## config.mk

```make
export PLATFORM = sky130hd
export DESIGN_NAME = ram_loader
export DESIGN_NICKNAME = d
export VERILOG_FILES = /design/src/rtl/ram_loader_pkg.sv /design/src/rtl/ram_loader_byte_packer.sv /design/src/rtl/ram_loader.sv
export SDC_FILE = /design/constraint.sdc
export NUM_CORES = 1
export LEC_CHECK = 0
export CORE_MARGIN = 2
export CORE_UTILIZATION = 53
export CTS_BUF_LIST = sky130_fd_sc_hd__clkbuf_4 sky130_fd_sc_hd__clkbuf_8 sky130_fd_sc_hd__clkbuf_16
export DETAILED_ROUTE_END_ITERATION = 12
export PLACE_DENSITY_LB_ADDON = 0.2
export SLEW_MARGIN = 20
export SYNTH_ARGS = -nofsm -noshare
export SYNTH_HDL_FRONTEND = slang
export SYNTH_SLANG_ARGS = --single-unit
```

## constraint.sdc

```tcl
create_clock -name clk -period 2.7 [get_ports clk]
set_input_delay 0.81 -clock clk [delete_from_list [all_inputs] [get_ports clk]]
set_output_delay 0.81 -clock clk [all_outputs]
set_load 0.01 [all_outputs]
```

## src/rtl/ram_loader_pkg.sv

```systemverilog
// Shared state encoding and width helper for the RAM loader and its packer.
// No logic; pure declarations.
// Backpressure: n/a.
package ram_loader_pkg;

    typedef enum logic [2:0] {
        ST_IDLE    = 3'd0,
        ST_COLLECT = 3'd1,
        ST_WRITE   = 3'd2,
        ST_CLEAR   = 3'd3,
        ST_DONE    = 3'd4
    } state_t;

    // Bytes needed to fill one RAM word; the last byte may be partially used.
    function automatic int nbytes_of(input int width);
        return (width + 7) / 8;
    endfunction

endpackage

```

## src/rtl/ram_loader_byte_packer.sv

```systemverilog
// Little-endian byte-to-word assembler with byte counter and full flag.
// Latency: word_nxt/last are combinational from the accepted byte.
// Backpressure: bytes are ignored once full until clr.
module byte_packer #(
    parameter int WIDTH  = 16,
    parameter int NBYTES = 2
) (
    input  logic             clk,
    input  logic             rst_n,
    input  logic             clr,
    input  logic             acc,
    input  logic [7:0]       byte_in,
    output logic [WIDTH-1:0] word_nxt,
    output logic             last,
    output logic             full
);

    localparam int CW = (NBYTES > 1) ? $clog2(NBYTES) : 1;
    localparam logic [CW-1:0] CNT_MAX = CW'(NBYTES - 1);

    logic [CW-1:0]         cnt;
    logic [8*NBYTES-1:0]   asm_q;
    logic [8*NBYTES-1:0]   asm_nxt;
    logic                  take;

    assign take = acc & ~full;

    always_comb begin
        asm_nxt = asm_q;
        for (int k = 0; k < NBYTES; k++) begin
            if (cnt == CW'(k)) begin
                asm_nxt[8*k +: 8] = byte_in;
            end
        end
        word_nxt = asm_nxt[WIDTH-1:0];
        last     = take && (cnt == CNT_MAX);
    end

    always_ff @(posedge clk or negedge rst_n) begin
        if (!rst_n) begin
            cnt   <= '0;
            asm_q <= '0;
            full  <= 1'b0;
        end else if (clr) begin
            cnt   <= '0;
            asm_q <= '0;
            full  <= 1'b0;
        end else if (take) begin
            asm_q <= asm_nxt;
            if (cnt == CNT_MAX) begin
                cnt  <= '0;
                full <= 1'b1;
            end else begin
                cnt <= cnt + 1'b1;
            end
        end
    end

endmodule

```

## src/rtl/ram_loader.sv

```systemverilog
// Loads a byte stream into RAM as packed words, or zero-fills the whole RAM.
// Latency: NBYTES accept cycles + 1 write cycle per word; done one cycle after last write.
// Backpressure: byte_ready high only while collecting; byte_valid low simply stalls.
module ram_loader
    import ram_loader_pkg::*;
#(
    parameter int WIDTH      = 16,
    parameter int ADDR_WIDTH = 8
) (
    input  logic                  clk,
    input  logic                  rst_n,
    input  logic                  start,
    input  logic                  clear,
    input  logic [ADDR_WIDTH:0]   len,
    input  logic [7:0]            byte_in,
    input  logic                  byte_valid,
    output logic                  byte_ready,
    output logic [WIDTH-1:0]      ram_din,
    output logic [ADDR_WIDTH-1:0] ram_addr,
    output logic                  ram_write_en,
    output logic                  busy,
    output logic                  done,
    output logic [ADDR_WIDTH:0]   count
);

    localparam int NBYTES = nbytes_of(WIDTH);
    localparam logic [ADDR_WIDTH:0]   MAX_LEN   = {1'b1, {ADDR_WIDTH{1'b0}}};
    localparam logic [ADDR_WIDTH-1:0] LAST_ADDR = '1;

    state_t              state;
    logic [ADDR_WIDTH:0] len_q;
    logic [ADDR_WIDTH:0] len_clamped;
    logic [ADDR_WIDTH:0] count_inc;
    logic                pk_clr;
    logic                pk_acc;
    logic                pk_last;
    logic                pk_full;
    logic [WIDTH-1:0]    pk_word;

    assign len_clamped = (len > MAX_LEN) ? MAX_LEN : len;
    assign count_inc   = count + 1'b1;
    assign pk_acc      = byte_valid & byte_ready;
    // The assembly register is emptied in every state but COLLECT, so WRITE clears it.
    assign pk_clr      = (state != ST_COLLECT);

    byte_packer #(
        .WIDTH  (WIDTH),
        .NBYTES (NBYTES)
    ) u_packer (
        .clk      (clk),
        .rst_n    (rst_n),
        .clr      (pk_clr),
        .acc      (pk_acc),
        .byte_in  (byte_in),
        .word_nxt (pk_word),
        .last     (pk_last),
        .full     (pk_full)
    );

    always_ff @(posedge clk or negedge rst_n) begin
        if (!rst_n) begin
            state        <= ST_IDLE;
            len_q        <= '0;
            byte_ready   <= 1'b0;
            ram_din      <= '0;
            ram_addr     <= '0;
            ram_write_en <= 1'b0;
            busy         <= 1'b0;
            done         <= 1'b0;
            count        <= '0;
        end else begin
            case (state)
                ST_IDLE: begin
                    if (clear) begin
                        state        <= ST_CLEAR;
                        busy         <= 1'b1;
                        count        <= '0;
                        ram_addr     <= '0;
                        ram_din      <= '0;
                        ram_write_en <= 1'b1;
                    end else if (start) begin
                        len_q    <= len_clamped;
                        busy     <= 1'b1;
                        count    <= '0;
                        ram_addr <= '0;
                        if (len_clamped == '0) begin
                            state <= ST_DONE;
                            done  <= 1'b1;
                        end else begin
                            state      <= ST_COLLECT;
                            byte_ready <= 1'b1;
                        end
                    end
                end
                ST_COLLECT: begin
                    if (pk_last && !pk_full) begin
                        state        <= ST_WRITE;
                        byte_ready   <= 1'b0;
                        ram_din      <= pk_word;
                        ram_write_en <= 1'b1;
                    end
                end
                ST_WRITE: begin
                    ram_write_en <= 1'b0;
                    count        <= count_inc;
                    ram_addr     <= ram_addr + 1'b1;
                    if (count_inc == len_q) begin
                        state <= ST_DONE;
                        done  <= 1'b1;
                    end else begin
                        state      <= ST_COLLECT;
                        byte_ready <= 1'b1;
                    end
                end
                ST_CLEAR: begin
                    count <= count_inc;
                    if (ram_addr == LAST_ADDR) begin
                        state        <= ST_DONE;
                        ram_write_en <= 1'b0;
                        done         <= 1'b1;
                    end else begin
                        ram_addr <= ram_addr + 1'b1;
                    end
                end
                ST_DONE: begin
                    state <= ST_IDLE;
                    done  <= 1'b0;
                    busy  <= 1'b0;
                end
                default: begin
                    state <= ST_IDLE;
                end
            endcase
        end
    end

endmodule
```

* Word level (Yosys, flattened, before mapping)
Cells that the tools add are included.
Cells by class: $add $sub $neg 3, $lt $le $gt $ge 1, equality and inequality tests 18, muxes and demuxes 47, bitwise logic cells 4, reduce and logical (&&, ||, !) cells 25
Operators with widths (count):
- 2-to-1 mux 16 bit | 4
- 2-to-1 mux 8 bit | 5
- case mux 16 bit (2 select lines) | 1
- 2-to-1 mux 9 bit | 3
- case mux 8 bit (3 select lines) | 1
- 2-to-1 mux 1 bit | 21
- inequality test 2 bit (second input constant) | 10
- 2-to-1 mux 3 bit | 6
- case mux 9 bit (2 select lines) | 1
- case mux 3 bit (4 select lines) | 1
- AND reduction 3 bit | 4
- AND reduction 6 bit | 2
- nonzero test 2 bit | 5
- adder 9 x 1 -> 9 bit (second input constant) | 1
- equality test 9 bit | 1
- > comparator 9 bit (second input constant) | 1
- zero test 9 bit | 1
- adder 8 x 1 -> 8 bit (second input constant) | 1
- equality test 8 bit (second input constant) | 1
- case mux 1 bit (4 select lines) | 2
- nonzero test 4 bit | 2
- equality test 3 x 2 -> 1 bit (second input constant) | 2
- AND reduction 2 bit | 3
- nonzero test 3 bit | 2
- 14 further kinds | 17
Storage, ports and cells: flip-flop bits (word level) 67, input port bits 22, output and inout port bits 37, logic and storage cells 110

* Logic depth before layout (Yosys ltp)
Gate-level depths: netlist of the first run.
depth in word-level cells 7, gate-level depth with buffers 8, gate-level depth less buffers 7

* By module
A second synthesis of the first run with hierarchy kept.
Second synthesis, totals: cell total of the unflattened synthesis 383, area, all modules 3524.6 sq um
By module, submodules not included:
- ram_loader | times used 1, cells an instance 287, area an instance 2586.2 sq um, sequential area each 1226.2 sq um
- byte_packer | times used 1, cells an instance 96, area an instance 938.4 sq um, sequential area each 450.4 sq um

* Worst setup path after synthesis of the first run
Ideal clock, no wire load.
path kind in2reg, from input port len[3], to register byte_ready, setup time 0.121 ns, arrival 2.090 ns, required time 2.579 ns, path slack 0.489 ns, stages 6, path buffers 0, cells stage by stage or4_1 > nor4_2 > o21ba_1 > nor3_1 > o31a_1 > o22a_1
Between the ends: longest elaborated chain between the ends 5
Ends and longest elaborated chain:
- from (decl) | RTL line ram_loader.sv:14 | input logic [ADDR_WIDTH:0] len,
- > comparator 9 bit | RTL line ram_loader.sv:40 | assign len_clamped = (len > MAX_LEN) ? MAX_LEN : len;
- 2-to-1 mux 9 bit * | RTL line ram_loader.sv:40
- zero test 9 bit * | RTL line ram_loader.sv:86 | if (len_clamped == '0) begin
- inequality test 2 bit (no source line) *
- AND reduction 6 bit (no source line) *
- to (signal assigned) | RTL line ram_loader.sv:64 | byte_ready <= 1'b0;
- to (signal assigned) | RTL line ram_loader.sv:91 | byte_ready <= 1'b1;
- to (signal assigned) | RTL line ram_loader.sv:98 | byte_ready <= 1'b0;
- to (decl) | RTL line ram_loader.sv:17 | output logic byte_ready,
Mark *: on every way between the ends. The rest lies on a longest branch, timed or not. A chain may end at the register's enable or synchronous reset.

* Worst setup path in the final report of the first run
from register count[3], to output port count[3]
RTL lines:
- from (decl) | RTL line ram_loader.sv:23 | output logic [ADDR_WIDTH:0] count
- from (signal assigned) | RTL line ram_loader.sv:105 | count <= count_inc;
- from (signal assigned) | RTL line ram_loader.sv:116 | count <= count_inc;
No word-level cell between the ends.

==> run metrics, run 1 <==
Worst Path Required 1890 ps; status finished, final reports clean; Synth cell types 49; sequential fraction of the synthesis area 0.496; Rows 29; grt ovf 0; crit-path max FO 14; # placed instances 484; initial DRC count 177; Final Max Slew Viols 0; fin crit share 0.881; Switch Pwr 448 uW; area growth from synthesis to layout 26.1%; # hold bufs at CTS 0; initial antenna violation count 0; Die Height 83.9 um; largest net degree at the start of global routing 68; normalized max-slew margin 0.689; Core ar. 0.00624 mm^2; logic gate share of total power 0.038; Post-synth EDFFs 0; area leader, netlist dfrtp_1; most frequently used flop master after synthesis dfrtp_1; nature of the critical path startpoint flip-flop; Top Ports 59; top-area cell type share of the netlist area 0.496; CTS Buffer Depth 2; total number of vias 2,805; leakage 1.70 nW; Port Buffers 58; DIE AREA 0.00703 mm^2; DRT antenna net count 0; FFs w/ async S/R, synth 1.00; syn nets 384; Seq pwr share 0.522; Routed WL 7.48 mm; synthesized area per cell 9.39 um^2; first-pass GRT wire length 12.7 mm; Tightest Hold Check Type input pin to async pin; final clock skew 11.2 ps; most common cell after layout, fill and taps aside nand2_1; routed len/inst 15.0 um; family with the most delay on the worst path buffers and inverters; mapped cell area 0.00338 mm^2; Final setup viols 0; vias in the first global route 2,635; fillers 512; total power 1.92 mW; CP cell instances clkdlybuf4s50_1; share of power burned in the clock network 0.440; TritonRoute pass-1 iters 4; CTS Root Cell clkbuf_8; CP bufs+invs 1; Die W 83.9 um; slowest CP cell clkdlybuf4s50_1; Clock Sinks 67; routability cong. 0.859; critical path arrival 1570 ps; Post CTS Setup Buffer Count 0; Num CTS Buffers 9; GRT Total Usage 0.226; Final Hold Viols 0; most frequent cells in the layout nand2_1, dfrtp_1, clkdlybuf4s50_1; ANT cells 0; yosys warns 0; vias per inst 5.61; DR DRC count 0; TritonCTS clock tree yes; cts repair resizes 0; CTS clk-pin slew, worst paths 80 ps; Final HPWL DP 5.20 mm; nets@finish 442; max-cap viol count 0; starting density of the core 0.542; RSZ-0062 raised after global routing no; share of layout cells above drive strength 1 0.0969; cell count after synthesis 360; Pwr per Cell Area 450 mW/mm^2; clk_lat worst skew 350 ps; non-filler cells, final 500; fin crit period 2380 ps; Max Fclk 420 MHz; H-tree lvl count 3; Sw Ratio 0.233; peak supply drop 0.350 mV; top cells by area, synth dfrtp_1, nand2_1, mux2i_1; Worst setup EP type output port; type of the worst setup path flip-flop to output port; Yosys reg bits 67; Pint 1.47 mW; crit-path max cell delay 620 ps; Worst-Margin Slew 466 ps
-- sequential cells by signal (all words and copies together) (netlist names) --
name            flops
u_packer.cnt        1
busy                1
len_q               9
ram_write_en        1
byte_ready          1
u_packer.full       1
state               3
ram_addr            8
u_packer.asm_q     16
ram_din            16
count               9
done                1
-- layer usage --
| layer | global-route usage | vias to the layer above | part of all wire |
|---|---|---|---|
| met5 | 0 | - | 0 |
| met4 | 0.107 | 0 | 0.020 |
| met3 | 0.0455 | 12 | 0.047 |
| met2 | 0.324 | 72 | 0.44 |
| met1 | 0.331 | 1342 | 0.49 |
| li1 | - | 1379 | - |
-- final timing paths --
path                       startpoint     endpoint  slack (ps)  cells after the start
setup / recovery             count[3]     count[3]         320                      1
hold / removal                  rst_n  ram_addr[0]         460                      2
setup reg to reg             count[1]     state[0]         590                      7
hold reg to reg            ram_din[8]   ram_din[8]         480                      2
max in group asynchronous       rst_n     count[6]        1940                      2
min in group clk           ram_din[8]   ram_din[8]         480                      2
-- layout make-up --
type                       count  area [um^2]  area share
inverter                       3         11.3     0.00264
sequential                    67         1680       0.393
multi-input combinational    267         1590       0.372
clock buffer                   9          124      0.0291
timing repair buffer          70          691       0.162
clock inverter                 7         76.3      0.0179
tap                           77         96.3      0.0226
-- power groups by stage --
stage | combinational, mW | clock (mW) | sequential, mW
after CTS | 0.0747 | 0.854 | 1.00
after detailed placement | 0.0746 | 0 | 1.02
after floorplan | 0.0108 | 0 | 1.02
final | 0.0728 | 0.844 | 1.00
after global placement | 0.0734 | 0 | 1.02
after global routing | 0.0813 | 0.897 | 1.00
-- Yosys cell counts (3+ instances only) --
cell      instances
nand2_1          71
o31ai_1          17
inv_1             3
nand3_1           7
a22o_1            3
clkbuf_1         15
o21ai_0          29
dfrtp_1          67
mux2i_1          17
and3_1            7
buf_2             6
a21oi_1          24
xor2_1            9
xnor2_1           6
a31oi_1           3
nand2b_1         11
nand4_1           6
nor2_1           20
-- cell families (layout without fill, tap and decap cells) --
kind of cell	after synthesis	count (layout)	share of synthesized area
buf+inv	26	89	0.0344
flops	67	67	0.496
xor+xnor	15	15	0.0389
simple gates	137	137	0.189
fa+ha+maj	2	2	0.00740
mux	19	19	0.0570
compound gates	94	94	0.177
-- worst reg2reg max path: stages, from the launching register on --
cell and delay (ps):
dfrtp_1 420, ha_1 270, and2_4 260, a211oi_1 100, nor4b_2 270, nand4_1 170
o31ai_2 350, o211ai_1 140
-- stage by stage --
step | setup TNS, ps | setup slack [ps] | util | cell area [um^2] | hold slack, ps
final | 0 | 321 | 0.683 | 4260 | 462
after global routing | 0 | 189 | 0.683 | 4260 | 504
after CTS | 0 | 305 | 0.683 | 4260 | 475
after detailed placement | -52.8 | -52.8 | 0.651 | 4060 | 468
after global placement | -16.0 | -16.0 | 0.651 | 4060 | 463
after floorplan | 0 | 489 | - | 3380 | 466
No activity file was read; power rests on OpenSTA's default activity.
==> run 2, diff against run 1 <==
--- a/config.mk
+++ b/config.mk
@@ -6,10 +6,11 @@
 export NUM_CORES = 1
 export LEC_CHECK = 0
 export CORE_MARGIN = 2
-export CORE_UTILIZATION = 53
+export CORE_UTILIZATION = 48
 export CTS_BUF_LIST = sky130_fd_sc_hd__clkbuf_4 sky130_fd_sc_hd__clkbuf_8 sky130_fd_sc_hd__clkbuf_16
 export DETAILED_ROUTE_END_ITERATION = 12
-export PLACE_DENSITY_LB_ADDON = 0.2
+export PLACE_DENSITY = 0.86
+export RECOVER_POWER = 50
 export SLEW_MARGIN = 20
 export SYNTH_ARGS = -nofsm -noshare
 export SYNTH_HDL_FRONTEND = slang
==> constraint.sdc (replaced) <==
create_clock -name clk -period 2 [get_ports clk]
set_input_delay 0.6 -clock clk [delete_from_list [all_inputs] [get_ports clk]]
set_output_delay 0.6 -clock clk [all_outputs]
set_load 0.01 [all_outputs]
==> run metrics, run 2 (same netlist as run 1, synthesis figures left out) <==
type of the worst setup path input pin to flip-flop; largest net degree at the start of global routing 68; most common cell after layout, fill and taps aside nand2_1; Die Height 87.9 um; Top Ports 59; crit-path max FO 10; clk_lat worst skew 360 ps; worst setup margin -38.1 ps; routed len/inst 15.5 um; DP Worst Slack -509 ps; Routed WL 8.32 mm; status finished with violations; share of layout cells above drive strength 1 0.149; max-cap viol count 0; routability cong. 0.870; initial antenna violation count 0; area growth from synthesis to layout 32.0%; CP bufs+invs 2; ANT cells 0; family with the most delay on the worst path buffers and inverters; CTS clk-pin slew, worst paths 90 ps; Rows 30; CTS Buffer Depth 2; crit-path max cell delay 550 ps; nature of the critical path startpoint input pin; total power 2.65 mW; GRT Total Usage 0.222; grt ovf 0; Final Hold Viols 0; Worst-Margin Slew 1470 ps; Pwr per Cell Area 593 mW/mm^2; CTS Root Cell clkbuf_8; initial DRC count 238; Num CTS Buffers 9; Worst Path Required 2300 ps; starting density of the core 0.498; fin crit share 1.02; TritonRoute pass-1 iters 5; violated checks setup timing; total number of vias 3,028; most frequent cells in the layout nand2_1, dfrtp_1, clkdlybuf4s50_1; Tightest Hold Check Type flip-flop to flip-flop; Clock Sinks 67; H-tree lvl count 3; Max Fclk 491 MHz; leakage 1.81 nW; slowest CP cell dlygate4sd3_1; CP cell instances dlygate4sd3_1 > o21ba_1 > o21bai_1 > clkbuf_1 > a31o_2 > mux2_2; biggest regs ram_din: 16 flops, u_packer.asm_q: 16 flops; peak supply drop 0.494 mV; Final Max Slew Viols 0; DRT antenna net count 0; Core ar. 0.00679 mm^2; Worst setup EP type flip-flop; nets@finish 461; Port Buffers 58; Die W 87.9 um; TritonCTS clock tree yes; Final setup viols 4; Final HPWL DP 5.52 mm; Util after Layout 0.657; setup TNS -85.7 ps; DIE AREA 0.00773 mm^2; RSZ-0062 raised after global routing yes; vias in the first global route 2,784; vias per inst 5.63; normalized max-slew margin 0.0199; DR DRC count 0; first-pass GRT wire length 13.3 mm; fin crit period 2040 ps; final clock skew 11.8 ps; # hold bufs at CTS 0; critical path arrival 2330 ps
## run 2: layout make-up
cell class / instances / area [um^2]
Clock buffer: 9 / 124
Timing Repair Buffer: 89 / 802
Multi-Input combinational cell: 267 / 1640
Inverter: 3 / 11.3
Fill cell: 523 / 2330
Tap cell: 96 / 120
Sequential cell: 67 / 1680
Clock inverter: 7 / 82.6
## run 2: routing by layer
metal	vias up	share of wire	global-route usage
li1	1422	-	-
met1	1460	0.46	0.327
met2	129	0.46	0.322
met3	17	0.061	0.0443
met4	0	0.019	0.0909
met5	-	0	0
## run 2: worst reg2reg max path, stage by stage (launching register included)
cell	delay (ps)
dfrtp_1	420
ha_4	300
xnor2_2	100
o211ai_1	120
nor4b_2	280
nand4_1	220
o31a_1	300
o22a_1	150
## run 2: worst paths after layout
check	start	endpoint	slack (ps)	cells after the start
worst min register to register	ram_din[14]	ram_din[14]	480	2
max in group asynchronous	rst_n	ram_addr[2]	320	2
min in group asynchronous	rst_n	count[8]	680	2
worst min-delay path	ram_din[14]	ram_din[14]	480	2
worst max-delay path	clear	ram_addr[0]	-40	6
worst max register to register	count[0]	byte_ready	-10	7
## run 2: repair_timing
action | CTS | global route
resized for setup | 10 | 8
setup endpoints to repair | 9 | 22
pin swaps | 6 | 7
setup buffers | 2 | 2
hold endpoints to repair | 0 | 0
## run 2: through the flow
step	hold WS (ps)	std cells	instance area, um^2
global placement	465	518	4210
global route	508	538	4460
finish	482	538	4460
CTS	253	536	4440
floorplan	304	360	3400
detailed placement	466	518	4210
## run 2: power by group
group,leakage [nW],switching [mW],total (mW),internal [mW]
sequential,0.879,0,1.35,1.35
clock,0.105,0.600,1.20,0.595
combinational,0.828,0.0526,0.0981,0.0455
total,1.81,0.653,2.65,1.99
